File: config.mk
export PLATFORM = sky130hd
export DESIGN_NAME = pid_sequencer
export DESIGN_NICKNAME = d
export VERILOG_FILES = /design/src/rtl/pid_pkg.sv /design/src/rtl/pid_addsub.sv /design/src/rtl/pid_sequencer.sv
export SDC_FILE = /design/constraint.sdc
export NUM_CORES = 1
export LEC_CHECK = 0
export ABC_AREA = 1
export CAP_MARGIN = 20
export CORE_UTILIZATION = 50
export DETAILED_ROUTE_END_ITERATION = 16
export PLACE_DENSITY_LB_ADDON = 0.25
export SLEW_MARGIN = 20
export SYNTH_ARGS = -nofsm -noshare
export SYNTH_HDL_FRONTEND = slang
export SYNTH_HIERARCHICAL = 1
export SYNTH_SLANG_ARGS = --single-unit
File: constraint.sdc
create_clock -name clk -period 4.15 [get_ports clk]
set_clock_uncertainty 0.05 [all_clocks]
set_input_delay 1.0375 -clock clk [delete_from_list [all_inputs] [get_ports clk]]
set_output_delay 1.0375 -clock clk [all_outputs]
set_load 0.03 [all_outputs]
File: src/rtl/pid_pkg.sv
// Shared types, constants and helpers for the PID update sequencer.
package pid_pkg;

  localparam int PID_ACC_W = 16;

  // One state per arithmetic step; each state uses the shared adder once
  typedef enum logic [2:0] {
    IDLE,
    ERR,
    INT,
    DER,
    SUM1,
    SUM2
  } state_e;

  // Adder operand A sources
  typedef enum logic [2:0] {
    OPA_SP,
    OPA_I,
    OPA_E,
    OPA_E_KP,
    OPA_Y
  } opa_e;

  // Adder operand B sources
  typedef enum logic [2:0] {
    OPB_MEAS,
    OPB_E,
    OPB_EPREV,
    OPB_I_KI,
    OPB_D_KD
  } opb_e;

  // Widen an unsigned 8-bit pin value into a non-negative signed operand
  function automatic logic signed [31:0] sext8(input logic [7:0] v);
    return $signed({24'd0, v});
  endfunction

  // Saturate a signed value to the unsigned 0..255 output range
  function automatic logic [7:0] sat_u8(input logic signed [31:0] v);
    if (v < 0)
      return 8'd0;
    else if (v > 255)
      return 8'hFF;
    else
      return v[7:0];
  endfunction

endpackage

File: src/rtl/pid_addsub.sv
// Single shared adder/subtractor used by every arithmetic step of a sample.
module pid_addsub #(
  parameter int W = 16
) (
  input  logic signed [W-1:0] i_a,
  input  logic signed [W-1:0] i_b,
  input  logic                i_sub,
  output logic signed [W-1:0] o_sum
);

  // Add or subtract the two operands selected by the sequencer
  always_comb begin
    if (i_sub)
      o_sum = i_a - i_b;
    else
      o_sum = i_a + i_b;
  end

endmodule

File: src/rtl/pid_sequencer.sv
// Multi-cycle PID controller: one sample is processed over five steps that
// all share a single adder, producing a saturated 8-bit control value.
module pid_sequencer
  import pid_pkg::*;
#(
  parameter int ACC_W = PID_ACC_W,
  parameter int I_LIM = 2000
) (
  input  logic                    clk,
  input  logic                    rst,
  input  logic                    i_start,
  input  logic                    i_clear_int,
  input  logic [7:0]              i_setpoint,
  input  logic [7:0]              i_measurement,
  input  logic [2:0]              i_kp_sh,
  input  logic [2:0]              i_ki_sh,
  input  logic [2:0]              i_kd_sh,
  output logic [7:0]              o_ctrl_out,
  output logic                    o_done,
  output logic                    o_busy,
  output logic signed [ACC_W-1:0] o_integ
);

  localparam logic signed [ACC_W-1:0] LIM_P = ACC_W'(I_LIM);
  localparam logic signed [ACC_W-1:0] LIM_N = -LIM_P;

  state_e r_state;
  state_e w_nextState;

  logic [7:0]              r_sp;
  logic [7:0]              r_meas;
  logic signed [ACC_W-1:0] r_e;
  logic signed [ACC_W-1:0] r_i;
  logic signed [ACC_W-1:0] r_eprev;
  logic signed [ACC_W-1:0] r_d;
  logic signed [ACC_W-1:0] r_y;
  logic [7:0]              r_ctrl;
  logic                    r_done;

  opa_e                    w_selA;
  opb_e                    w_selB;
  logic                    w_sub;
  logic                    w_busy;
  logic signed [ACC_W-1:0] w_opA;
  logic signed [ACC_W-1:0] w_opB;
  logic signed [ACC_W-1:0] w_sum;
  logic signed [ACC_W-1:0] w_eKp;
  logic signed [ACC_W-1:0] w_iKi;
  logic signed [ACC_W-1:0] w_dKd;
  logic signed [ACC_W-1:0] w_intClamped;

  // Gain shifts are arithmetic so negative terms round toward minus infinity
  assign w_eKp = r_e >>> i_kp_sh;
  assign w_iKi = r_i >>> i_ki_sh;
  assign w_dKd = r_d >>> i_kd_sh;

  // State register; reset abandons any sample in flight
  always_ff @(posedge clk or posedge rst) begin
    if (rst)
      r_state <= IDLE;
    else
      r_state <= w_nextState;
  end

  // Next state: a fixed walk through the five arithmetic steps
  always_comb begin
    w_nextState = r_state;
    unique case (r_state)
      IDLE:    if (i_start) w_nextState = ERR;
      ERR:     w_nextState = INT;
      INT:     w_nextState = DER;
      DER:     w_nextState = SUM1;
      SUM1:    w_nextState = SUM2;
      SUM2:    w_nextState = IDLE;
      default: w_nextState = IDLE;
    endcase
  end

  // Per-state adder operand selection and busy flag
  always_comb begin
    w_busy = 1'b1;
    w_selA = OPA_SP;
    w_selB = OPB_MEAS;
    w_sub  = 1'b0;
    unique case (r_state)
      IDLE: w_busy = 1'b0;
      ERR:  w_sub  = 1'b1;
      INT: begin
        w_selA = OPA_I;
        w_selB = OPB_E;
      end
      DER: begin
        w_selA = OPA_E;
        w_selB = OPB_EPREV;
        w_sub  = 1'b1;
      end
      SUM1: begin
        w_selA = OPA_E_KP;
        w_selB = OPB_I_KI;
      end
      SUM2: begin
        w_selA = OPA_Y;
        w_selB = OPB_D_KD;
      end
      default: w_busy = 1'b0;
    endcase
  end

  // Operand A mux feeding the shared adder
  always_comb begin
    w_opA = '0;
    unique case (w_selA)
      OPA_SP:   w_opA = ACC_W'(sext8(r_sp));
      OPA_I:    w_opA = r_i;
      OPA_E:    w_opA = r_e;
      OPA_E_KP: w_opA = w_eKp;
      OPA_Y:    w_opA = r_y;
      default:  w_opA = '0;
    endcase
  end

  // Operand B mux feeding the shared adder
  always_comb begin
    w_opB = '0;
    unique case (w_selB)
      OPB_MEAS:  w_opB = ACC_W'(sext8(r_meas));
      OPB_E:     w_opB = r_e;
      OPB_EPREV: w_opB = r_eprev;
      OPB_I_KI:  w_opB = w_iKi;
      OPB_D_KD:  w_opB = w_dKd;
      default:   w_opB = '0;
    endcase
  end

  pid_addsub #(
    .W(ACC_W)
  ) u_addsub (
    .i_a   (w_opA),
    .i_b   (w_opB),
    .i_sub (w_sub),
    .o_sum (w_sum)
  );

  // Integrator limit is a comparator on the adder result, not extra adder work
  always_comb begin
    if (w_sum > LIM_P)
      w_intClamped = LIM_P;
    else if (w_sum < LIM_N)
      w_intClamped = LIM_N;
    else
      w_intClamped = w_sum;
  end

  // Datapath registers: each state captures the adder result it produced
  always_ff @(posedge clk or posedge rst) begin
    if (rst) begin
      r_sp    <= '0;
      r_meas  <= '0;
      r_e     <= '0;
      r_i     <= '0;
      r_eprev <= '0;
      r_d     <= '0;
      r_y     <= '0;
      r_ctrl  <= '0;
      r_done  <= 1'b0;
    end else begin
      r_done <= (r_state == SUM2);
      unique case (r_state)
        IDLE: begin
          if (i_clear_int) begin
            r_i     <= '0;
            r_eprev <= '0;
          end
          if (i_start) begin
            r_sp   <= i_setpoint;
            r_meas <= i_measurement;
          end
        end
        ERR:  r_e <= w_sum;
        INT:  r_i <= w_intClamped;
        DER: begin
          r_d     <= w_sum;
          r_eprev <= r_e;
        end
        SUM1: r_y <= w_sum;
        SUM2: r_ctrl <= sat_u8(32'(w_sum));
        default: ;
      endcase
    end
  end

  assign o_ctrl_out = r_ctrl;
  assign o_done     = r_done;
  assign o_busy     = w_busy;
  assign o_integ    = r_i;

endmodule

==> results of run 1 <==
metrics by stage:
stage / setup TNS [ns] / instance area [um^2]
finish: -34.07 / 12300
global route: -39.81 / 12300
CTS: -11.48 / 11500
detailed placement: -66.78 / 10600
global placement: -65.20 / 10600
floorplan: -5.98 / 8240
state kept, by name, summed over array words and instances (netlist names):
register and flops:
o_integ 16, o_done 1, r_e 16, r_eprev 16, r_y 16, o_ctrl_out 8, r_meas 8, r_state 3
r_sp 8, r_d 16
what timing repair did:
item                                    4_1_cts  5_1_grt
hold buffers                                  0        0
endpoints found under the setup margin       60       55
gates resized for setup                     138      190
gates cloned                                  3        1
setup buffers                                23       31
pin swaps                                    67       65
synthesized netlist by cell type, types with 5 or more instances:
| library cell | n | share of area, % |
|---|---|---|
| o22ai_1 | 26 | 2.0 |
| nand2_1 | 396 | 18 |
| mux2_2 | 8 | 1.1 |
| nor2_2 | 6 | 0.47 |
| nand3_2 | 5 | 0.62 |
| a21oi_1 | 49 | 3.1 |
| nand3_1 | 85 | 5.3 |
| o21ai_0 | 131 | 8.2 |
| nand4_1 | 8 | 0.62 |
| o21ai_1 | 6 | 0.37 |
| clkbuf_1 | 18 | 0.84 |
| o211ai_1 | 16 | 1.5 |
| xor2_1 | 13 | 1.4 |
| ha_1 | 17 | 2.6 |
| buf_2 | 21 | 1.3 |
| dfrtp_1 | 108 | 34 |
| nor2_4 | 6 | 0.84 |
| nand2_2 | 9 | 0.70 |
| inv_2 | 13 | 0.61 |
| inv_1 | 153 | 7.1 |
| nor2_1 | 85 | 4.0 |
worst max-delay path, delay by kind of cell:
kind / cells / cell delay (ns)
xor gates and xnor gates: 1 / 0.17
AOI/OAI and AO/OA: 2 / 0.14
buffers and inverters: 10 / 1.20
and+or+nand+nor: 20 / 2.57
adders and majority gates: 2 / 0.48
per-layer routing:
metal	GRT usage, %	vias to the layer above	routed length (um)
met5	0	-	0
met4	21.0	0	2970
met3	6.86	207	4120
met2	61.7	750	15800
met1	53.1	4721	13700
li1	-	4581	-
kinds of logic after synthesis:
family,after synthesis
AOI/OAI and AO/OA,246
xor gates and xnor gates,17
adders and majority gates,18
buffers and inverters,211
DFF,108
muxes,9
and+or+nand+nor,618
worst paths after layout:
check                           endpoint  slack (ns)           from
max reg2reg                   o_integ[5]       -1.07     r_state[2]
max in group asynchronous        r_sp[7]        2.34            rst
min in group asynchronous         r_y[2]        1.02            rst
max                           o_integ[5]       -1.28     i_ki_sh[0]
min                        o_ctrl_out[5]        0.44  o_ctrl_out[5]
min reg2reg                o_ctrl_out[5]        0.44  o_ctrl_out[5]
final cells by class:
type	count	share of cell area (%)
clock inverters	6	0.527
flip-flops and latches	108	21.9
well taps	211	2.14
inverters	166	5.40
repair buffers	339	24.2
multi-input cells	908	43.9
clock buffers	10	1.94
==> key figures, run 1 <==
Run status
  • Status: finished, violations left
  • Failing checks: setup timing

GRT
  • Initial antenna violation count: 0
  • Vias in the first global route: 8762
  • First-pass GRT wire length: 48.3 mm
  • Overall routing resource usage: 39.7%
  • Largest net degree at the start of global routing: 52
  • Grt total ovfl: 0

Die
  • Die height: 129 um
  • Initial core utilization: 52.1%
  • Core Footprint: 15400 um^2
  • # IOs: 55
  • Die X: 129 um
  • Die Area: 16600 um^2
  • Row cnt: 45

Setup path
  • CP arrival: 5.61 ns
  • Critical-path top delay cell: nor2_1
  • Setup Crit Path Kind: input pin to flip-flop
  • Required time of the worst setup path: 4.33 ns
  • Crit path largest cell delay: 0.42 ns
  • Worst R2R Path Depth: 32
  • CP startpoint kind: input pin
  • CP most frequent cell: nand2_1
  • Worst-path fanout max: 8
  • Setup crit end kind: flip-flop

Synth
  • Synth Area in Adders: 2.90%
  • Simple-gate area share of the yosys netlist: 32.9%
  • Yosys cell types: 45
  • Synth Area in Compound Gates: 17.0%
  • Ys flop type: dfrtp_1
  • Sequential cell area fraction in the yosys report: 33.6%
  • Mapped cell area: 8040 um^2
  • Seq cells post-synth: 108
  • Async set-or-reset flop fraction in the synthesized netlist: 100%
  • Syn nets: 1274
  • Mux contribution to synthesized area: 1.25%
  • Syn Inst Count: 1227
  • Post-Synth XOR/XNOR Area: 1.85%
  • Largest family of logic cells by synthesized area: simple AND/OR/NAND/NOR gates
  • Post-synth EDFFs: 0
  • Syn Area/Cell: 6.55 um^2
  • Synth Warn #: 6

Routing
  • Drt first-iter violations: 1281
  • Routed len/inst: 21.0 um
  • Drt drc: 0
  • Antenna-violating nets left: 0
  • Routed via count: 10300
  • Via/cell ratio: 5.87
  • Routed WL: 36.6 mm
  • Router iterations before antenna repair: 8

STA
  • Setup WS post-layout: -1.28 ns
  • Min cycle time layout: 5.43 ns
  • Setup-failing EPs final: 51
  • Final worst-path cycle share: 131%
  • Actual slew at the worst max-slew pin: 0.579 ns
  • Final Hold Fails: 0
  • Pins Over Slew Limit: 0
  • Fmax: 0.184 GHz
  • RSZ-0062 raised after global routing: yes
  • Slew headroom: 61.4%
  • Hold WS: 0.440 ns

Run
  • Max-capacitance violation count: 0

Layout
  • Filler cell count in the final layout: 1083
  • Layout cells sized above 1: 35.6%
  • Final Core Density: 80.0%
  • Footprint of the multi-input gates: 5410 um^2
  • Nets: 1579
  • Most common cell after layout, fill and taps aside: nand2_1
  • Area growth syn-to-layout: 53.6%
  • Most frequent cells in the layout: nand2_1 (351), buf_4 (230), inv_1 (126)
  • Sequential cell area: 2700 um^2
  • Final Non-Filler Cells: 1748
  • Antenna cells: 0

Clocking
  • CTS sink cnt: 108
  • Total CTS buffers: 9
  • Clock transition at path regs: 0.08 ns
  • Root Buffer: clkbuf_16
  • CTS tree: built
  • Max Root-Sink Buffers: 2
  • H-tree levels: 3
  • Worst skew pair latency: 0.38 ns

Min path
  • Hold Path Stages: 2
  • Worst hold path type: flip-flop to flip-flop

Placement
  • Placed insts: 1678
  • IO buf count: 54
  • Final GP Congestion: 1.07
  • Post-place setup slack: -1.69 ns
  • Dpl hpwl: 24.8 mm
Power of run 1 is not shown: default switching activity piles up to over one toggle a cycle in this logic, so the estimate is an artifact.
==> run 2: changes to the inputs <==
--- a/config.mk
+++ b/config.mk
@@ -9,6 +9,8 @@
 export CAP_MARGIN = 20
 export CORE_UTILIZATION = 50
 export DETAILED_ROUTE_END_ITERATION = 16
+export HOLD_SLACK_MARGIN = 0.1
+export MAX_ROUTING_LAYER = met4
 export PLACE_DENSITY_LB_ADDON = 0.25
 export SLEW_MARGIN = 20
 export SYNTH_ARGS = -nofsm -noshare
==> run 2 against run 1 <==
Against the previous run: the flow still finishes with violations (setup timing); final cell count up 0.34%; register-to-register slack better by 0.30 ns; final area down 0.72%; core utilization down 0.58 points; critical endpoint is now o_integ[8].
==> key figures, run 2 (same netlist as run 1, synthesis figures left out) <==
STA
  • Slew headroom: 64.4% (+3.0 points)
  • Final worst-path cycle share: 123% (-8.3 points)
  • Setup-failing EPs final: 50 (-2.0%)
  • RSZ-0062 raised after global routing: yes
  • Fmax: 0.196 GHz (+6.7%)
  • Final Hold Fails: 0 (unchanged)
  • Setup TNS: -23.22 ns (+10.85 ns)
  • Actual slew at the worst max-slew pin: 0.533 ns (-0.0461 ns)
  • Min cycle time layout: 5.09 ns (-0.344 ns)
  • Pins Over Slew Limit: 0 (unchanged)
  • Setup WS post-layout: -0.941 ns (+0.344 ns)

Placement
  • Cell Area, Placed: 10700 um^2 (+0.76%)
  • IO buf count: 54 (unchanged)
  • Dpl hpwl: 25.0 mm (+0.72%)
  • Post-place setup slack: -1.79 ns (-0.0960 ns)
  • Final GP Congestion: 1.05 (-1.8%)
  • Placed insts: 1692 (+0.83%)

Die
  • Core Footprint: 15400 um^2 (unchanged)
  • Row cnt: 45 (unchanged)
  • # IOs: 55 (unchanged)
  • Initial core utilization: 52.1% (unchanged)
  • Die X: 129 um (unchanged)
  • Die height: 129 um (unchanged)
  • Die Area: 16600 um^2 (unchanged)

Layout
  • Nets: 1585 (+0.38%)
  • Area growth syn-to-layout: 52.5%
  • Filler cell count in the final layout: 1125 (+3.9%)
  • Layout cells sized above 1: 35.5% (-0.14 points)
  • Post-route cell area: 12300 um^2 (-0.72%)
  • Most frequent cells in the layout: nand2_1 (357), buf_4 (251), inv_1 (128)
  • Most common cell after layout, fill and taps aside: nand2_1
  • Final Non-Filler Cells: 1754 (+0.34%)
  • Antenna cells: 0 (unchanged)

Routing
  • Routed via count: 9996 (-2.6%)
  • Antenna-violating nets left: 0 (unchanged)
  • Routed len/inst: 19.9 um (-5.0%)
  • Routed WL: 34.9 mm (-4.6%)
  • Drt drc: 0 (unchanged)
  • Via/cell ratio: 5.70 (-2.9%)
  • Drt first-iter violations: 1216 (-5.1%)
  • Router iterations before antenna repair: 6 (-2)

Setup path
  • RR Endpoint: o_integ[8]
  • CP arrival: 5.33 ns (-0.28 ns)
  • Reg-to-reg startpoint: r_state[2]
  • Required time of the worst setup path: 4.39 ns (+0.06 ns)
  • Critical-path top delay cell: ha_4
  • CP most frequent cell: nand2_1
  • CP Buf/Inv Count: 7 (-3)
  • CP startpoint kind: input pin
  • Setup Crit Path Kind: input pin to flip-flop
  • Worst R2R Path Depth: 32 (unchanged)
  • Setup crit end kind: flip-flop
  • Critical Path Sink: o_integ[8]
  • Reg-to-reg slack, setup: -0.77 ns (+0.30 ns)
  • Worst-path fanout max: 6 (-2)
  • WP depth: 33 (-5.7%)
  • CP Launch Point: i_ki_sh[0]
  • CP top delay family: simple AND/OR/NAND/NOR gates
  • Crit path largest cell delay: 0.26 ns (-0.16 ns)

GRT
  • First-pass GRT wire length: 48.6 mm (+0.69%)
  • Overall routing resource usage: 41.2% (+1.4 points)
  • Vias in the first global route: 8916 (+1.8%)
  • Initial antenna violation count: 0 (unchanged)
  • Largest net degree at the start of global routing: 60 (+15%)
  • Grt total ovfl: 0 (unchanged)

Clocking
  • Root Buffer: clkbuf_16
  • CTS tree: built
  • H-tree levels: 3 (unchanged)
  • CTS Hold Bufs: 0 (unchanged)
  • Max Root-Sink Buffers: 2 (unchanged)
  • CTS sink cnt: 108 (unchanged)
  • Worst skew pair latency: 0.37 ns (about the same)
  • Total CTS buffers: 9 (unchanged)
  • Clock transition at path regs: 0.08 ns (about the same)

Run status
  • Status: finished, violations left
  • Failing checks: setup timing

Run
  • Max-capacitance violation count: 0 (unchanged)

Min path
  • Worst hold path type: flip-flop to flip-flop
[run 2: cell count changes in the layout (fill, tap and decap cells not counted), moves of 4 or more]
cell     previous run  this run
a21oi_1            34        38
buf_4             230       251
buf_6              45        31
inv_2              26        31
inv_4              11         5
nand2_1           351       357
nand2_4            15         9
nor2_1             68        61
nor2_2             14        21
[run 2: per-layer routing]
| metal | global-route usage, % | routed length (um) | up-vias |
|---|---|---|---|
| met2 | 63.3 | 15700 | 675 |
| met4 | 20.6 | 2150 | 0 |
| met3 | 7.40 | 3740 | 161 |
| met5 | - | 0 | - |
| met1 | 52.1 | 13300 | 4575 |
| li1 | - | - | 4585 |
[run 2: repair_timing]
item / CTS / global route
buffers inserted: 27 / 19
resized for setup: 153 / 139
cloned: 3 / 1
endpoints found under the setup margin: 63 / 57
pin swaps: 75 / 64
[run 2: through the flow]
step | util, % | hold WS, ns
finish | 79.4 | 0.442
global route | 79.4 | 0.462
CTS | 75.5 | 0.445
detailed placement | 69.1 | 0.423
global placement | 69.1 | 0.416
floorplan | - | 0.403
[run 2: worst min-delay path by stage]
stage / start / to / cells past startpoint
after floorplan: r_d[11] / r_d[11] / 2
after global placement: o_ctrl_out[4] / o_ctrl_out[4] / 2
after detailed placement: o_ctrl_out[2] / o_ctrl_out[2] / 2
after CTS: o_ctrl_out[2] / o_ctrl_out[2] / 2
after global routing: o_ctrl_out[3] / o_ctrl_out[3] / 2
final: o_ctrl_out[6] / o_ctrl_out[6] / 2
[run 2: final cells by class]
type	count	area [um^2]	area share, %
multi-input combinational	908	5360	43.8
tap	211	264	2.15
timing repair buffer	345	2980	24.3
inverter	166	648	5.29
clock inverter	7	73.8	0.602
sequential	108	2700	22.1
clock buffer	9	225	1.84
[run 2: tightest hold or removal path: stages, from the launching register on]
cell,delay (ns)
dfrtp_1,0.36
nand2_1,0.06
nand2_1,0.05
Power of run 2 is left out for the same reason.
